File: src/rtl/sub_pkg.sv
// sub_pkg: shared state encoding and digit width for the serial subtractor
package sub_pkg;
  typedef enum logic [1:0] {IDLE, RUN, DONE} sub_state_t;
  localparam int DIGIT_W = 2;
endpackage

File: src/rtl/sub2_slice.sv
// sub2_slice: combinational 2-bit subtract-with-borrow digit
module sub2_slice
  import sub_pkg::*;
(
  input  logic [DIGIT_W-1:0] a,
  input  logic [DIGIT_W-1:0] b,
  input  logic               br_in,
  output logic [DIGIT_W-1:0] d,
  output logic               br_out
);
  logic br_mid;
  always_comb begin
    d[0]   = a[0] ^ b[0] ^ br_in;
    br_mid = (~a[0] & b[0]) | (~(a[0] ^ b[0]) & br_in);
    d[1]   = a[1] ^ b[1] ^ br_mid;
    br_out = (~a[1] & b[1]) | (~(a[1] ^ b[1]) & br_mid);
  end
endmodule

File: src/rtl/serial_subtractor.sv
// serial_subtractor: a - b - b_in computed two bits per cycle behind valid/ready ports
module serial_subtractor
  import sub_pkg::*;
#(
  parameter int WIDTH = 8
) (
  input  logic             clk,
  input  logic             rst_n,
  input  logic             in_valid,
  output logic             in_ready,
  input  logic [WIDTH-1:0] a,
  input  logic [WIDTH-1:0] b,
  input  logic             b_in,
  output logic             out_valid,
  input  logic             out_ready,
  output logic [WIDTH-1:0] diff,
  output logic             b_out
);
  localparam int DIGITS = WIDTH / DIGIT_W;
  localparam int CNT_W = $clog2(DIGITS) + 1;
  localparam logic [CNT_W-1:0] LAST = CNT_W'(DIGITS - 1);
  generate
    if (WIDTH < DIGIT_W || WIDTH % DIGIT_W != 0) begin : g_bad_width
      $error("serial_subtractor: WIDTH must be even and >= 2");
    end
  endgenerate
  sub_state_t state, state_nx;
  logic [CNT_W-1:0] cnt;
  logic [WIDTH-1:0] a_sh, b_sh, res, res_nx;
  logic br, bo, last, acc;
  logic [DIGIT_W-1:0] d;
  sub2_slice u_slice (
    .a(a_sh[DIGIT_W-1:0]),
    .b(b_sh[DIGIT_W-1:0]),
    .br_in(br),
    .d(d),
    .br_out(bo)
  );
  assign last = cnt == LAST;
  assign acc = in_valid && in_ready;
  // digits enter at the MSB end so the LSB digit lands at bit 0 after the last shift
  generate
    if (WIDTH == DIGIT_W) begin : g_one_digit
      assign res_nx = d;
    end else begin : g_multi_digit
      assign res_nx = {d, res[WIDTH-1:DIGIT_W]};
    end
  endgenerate
  always_ff @(posedge clk or negedge rst_n) begin
    if (!rst_n) state <= IDLE;
    else state <= state_nx;
  end
  always_comb begin
    state_nx = state;
    case (state)
      IDLE:    state_nx = acc ? RUN : IDLE;
      RUN:     state_nx = last ? DONE : RUN;
      DONE:    state_nx = out_ready ? IDLE : DONE;
      default: state_nx = IDLE;
    endcase
  end
  always_comb begin
    in_ready  = state == IDLE;
    out_valid = state == DONE;
  end
  always_ff @(posedge clk or negedge rst_n) begin
    if (!rst_n) begin
      a_sh  <= '0;
      b_sh  <= '0;
      br    <= 1'b0;
      cnt   <= '0;
      res   <= '0;
      diff  <= '0;
      b_out <= 1'b0;
    end else if (acc) begin
      a_sh <= a;
      b_sh <= b;
      br   <= b_in;
      cnt  <= '0;
      res  <= '0;
    end else if (state == RUN) begin
      a_sh <= a_sh >> DIGIT_W;
      b_sh <= b_sh >> DIGIT_W;
      br   <= bo;
      cnt  <= cnt + 1'b1;
      res  <= res_nx;
      if (last) begin
        diff  <= res_nx;
        b_out <= bo;
      end
    end
  end
endmodule

File: config.mk
export PLATFORM = sky130hd
export DESIGN_NAME = serial_subtractor
export DESIGN_NICKNAME = d
export VERILOG_FILES = /design/src/rtl/sub_pkg.sv /design/src/rtl/sub2_slice.sv /design/src/rtl/serial_subtractor.sv
export SDC_FILE = /design/constraint.sdc
export NUM_CORES = 1
export LEC_CHECK = 0
export CAP_MARGIN = 5
export CORE_MARGIN = 10
export CORE_UTILIZATION = 55
export CTS_CLUSTER_DIAMETER = 50
export DETAILED_ROUTE_END_ITERATION = 10
export DONT_BUFFER_PORTS = 1
export PLACE_DENSITY_LB_ADDON = 0.1
export SYNTH_ARGS = -nofsm -noshare
export SYNTH_HDL_FRONTEND = slang
export SYNTH_HIERARCHICAL = 1
export SYNTH_SLANG_ARGS = --single-unit
File: constraint.sdc
create_clock -name clk -period 5.5 [get_ports clk]
set_clock_uncertainty 0.1 [all_clocks]
set_input_delay 0.55 -clock clk [delete_from_list [all_inputs] [get_ports clk]]
set_output_delay 0.55 -clock clk [all_outputs]
set_load 0.05 [all_outputs]
==> impl_metrics.py <==
metrics = {
    "critical_path": {
        "worstPathArrival_ns": 1.58,
        "r2r_cells": 2,
        "reg2reg_slack_ns": 3.45,
        "max_stage_delay_ns": 0.60,
        "crit_required_ns": 4.85,
        "crit-reg2reg-launch": "state[0]",
        "cp_max_fo": 18,
        "cp-start-kind": "register",
        "cp_cell_sequence": "nand2b_1, inv_1",
        "cp_slowest_cell": "dfrtp_1",
        "setup.worst_path.end_class": "primary output",
        "r2r_end": "b_out",
        "critical-path-top-delay-family": "flip-flops",
        "worstSetupStartpoint": "state[0]",
        "critPathKind": "register to primary output",
        "critPathCapture": "out_valid",
        "path_buf_inv": 1,
        "cp.depth": 2,
    },
    "detailed_routing": {
        "finalWirelength_mm": 3.341,
        "antenna_left": 0,
        "routedWlPerCell_um": 18.56,
        "first_iter_violations": 115,
        "vias": 1056,
        "dr.pass1.iters": 5,
        "drc": 0,
        "viasPerCell": 5.867,
    },
    "clock_network": {
        "cts_resized": 0,
        "cts-buffers-inserted": 5,
        "clkLatencyLatePin_ns": 0.34,
        "post-cts-setup-buffers": 0,
        "root_buffer": "clkbuf_4",
        "cts.clk_slew.worst_paths_ns": 0.12,
        "htree_levels": 2,
        "clkSinkCount": 37,
        "tritoncts": "built",
        "cts_hold_buf": 2,
        "clock_path_buffers": 2,
    },
    "place": {
        "io_buffer_count": 0,
        "post-place-ws_ns": 3.472,
        "place_congestion": 0.7270,
        "dp_hpwl_mm": 2.349,
    },
    "logic_synthesis": {
        "synth_xor_area_share_pct": 0,
        "yosysUniqueCellTypes": 26,
        "postSynth.asyncResetShare_pct": 100.0,
        "synth_nets": 160,
        "yosysWarnings": 6,
        "synth-compound-area-share_pct": 15.45,
        "synthMuxAreaShare_pct": 8.298,
        "synth_adder_area_share_pct": 3.720,
        "ys_ff_latch": 37,
        "yosys.area_share.simple_pct": 11.23,
        "synthesis.area_um2": 1749,
        "avgSynthCellArea_um2": 12.96,
        "synth-edff-count": 0,
        "ys_seq_area_share_pct": 52.93,
        "ys.flop_type": "dfrtp_1",
        "synth_top_family_by_area": "compound AO/OA/AOI/OAI gates",
        "syn_inst": 135,
    },
    "timing": {
        "setup_viol": 0,
        "max_freq_ghz": 0.4485,
        "final_max_slew_viol_count": 0,
        "setup_ws_ns": 3.270,
        "rsz0062_at_grt": "no",
        "tns_ns": 0,
        "min_period_ns": 2.230,
        "worst_pin_slew_ns": 0.7517,
        "hold_viol_final": 0,
        "fin_hold_ws_ns": 0.2206,
        "period_share_pct": 40.54,
        "slew_headroom_pct": 49.85,
    },
    "grt": {
        "grt_overflow": 0,
        "first_global_vias": 1049,
        "antenna_found_initial": 0,
        "grt_start_max_net_pins": 38,
        "grt_pass1_wl_mm": 5.485,
        "track_usage_pct": 11.48,
    },
    "power_and_ir_drop": {
        "clock_power_share_pct": 15.9,
        "combinationalPowerShare_pct": 36.2,
        "intPower_mw": 0.7490,
        "power_switching_mw": 0.5208,
        "seq_power_share_pct": 48.0,
        "power-per-cell-area_nw_per_um2": 687.1,
        "p_leak_nw": 0.8529,
        "netSwitchingFraction_pct": 41.02,
        "totalPowerFinal_mw": 1.270,
        "vdd_drop_max_mv": 0.3664,
    },
    "die": {
        "die_y_um": 76.40,
        "start_util_pct": 57.30,
        "die_width_um": 76.40,
        "rows": 20,
        "io_pins": 32,
        "dieArea_um2": 5836,
        "coreArea_um2": 3053,
    },
    "cells_and_area": {
        "syn_to_final_growth_pct": 5.651,
        "final_cell_mix": "37 x dfrtp_1, 19 x inv_1, 9 x mux2_4",
        "nets": 160,
        "drive_gt1_share_pct": 19.85,
        "num_antenna_cells": 0,
        "layout_commonest_cell": "dfrtp_1",
    },
    "run_status": {
        "status": "complete, no violations",
    },
    "hold_path": {
        "hp-class": "input pin to register",
    },
    "job": {
        "maxCapViolCount": 0,
    },
}
-- kinds of logic after synthesis --
kind of cell | after synthesis
AND/OR/NAND/NOR | 27
flip-flops | 37
adder cells (fa/ha/maj) | 4
AO/OA/AOI/OAI | 29
buffers and inverters | 28
multiplexers | 10
-- worst reg2reg max path, cell delays in order, from the launching register on --
cell,delay [ns]
dfrtp_1,0.72
nand3b_1,0.63
mux2_4,0.48
-- worst min-delay path by stage --
stage / startpoint / end / cells after the start
after global routing: out_ready / state[1] / 1
after CTS: out_ready / state[1] / 1
final: out_ready / state[1] / 1
after detailed placement: rst_n / b_sh[0] / 0
after global placement: rst_n / cnt[1] / 0
after floorplan: rst_n / a_sh[0] / 0
-- cells in the mapped netlist (all sizes together), types with 4 or more instances --
cell type  count  area share [%]
a222oi         8             4.6
or4b           5             2.9
o221a          5             3.2
nand2          4            0.86
a22o           7             3.5
nand3b         5             2.1
o221ai         4             2.0
nor2b          9             3.6
buf            8             4.1
dfrtp         37              53
mux2           9             7.7
inv           19             4.1
-- per-stage QoR --
step	instances	cell area, um2	util, %
4_1_cts	180	1848	60.53
3_3_place_gp	170	1729	56.64
6_report	180	1848	60.53
3_5_place_dp	170	1729	56.64
5_1_grt	180	1848	60.53
2_1_floorplan	135	1749	-
-- per-layer routing --
layer	part of all wire, %	wire, um	vias up	track usage (%)
met3	6.3	212	6	4.363
met1	46	1544	527	15.49
li1	-	-	487	-
met4	1.3	44	0	3.903
met2	46	1539	36	16.33
met5	0	0	-	0
-- power groups by stage --
stage	sequential (mW)	combinational, mW	clock, mW
4_1_cts	0.613	0.464	0.204
6_report	0.609	0.459	0.201
5_1_grt	0.629	0.508	0.220
3_5_place_dp	0.620	0.453	0
2_1_floorplan	0.567	0.442	0
3_3_place_gp	0.614	0.441	0
-- flip-flops by register name, indices dropped and copies added (netlist names) --
| signal | flops |
|---|---|
| b_out | 1 |
| a_sh | 8 |
| state | 2 |
| res | 6 |
| cnt | 3 |
| diff | 8 |
| b_sh | 8 |
| br | 1 |
-- final cells by class --
class,instances,area (um2)
Multi-Input combinational cell,70,676.9
Clock inverter,2,37.54
Inverter,19,71.32
Sequential cell,37,925.9
Fill cell,258,1205
Clock buffer,6,51.30
Timing Repair Buffer,2,30.03
Tap cell,44,55.05
No activity file was read; power rests on OpenSTA's default activity.
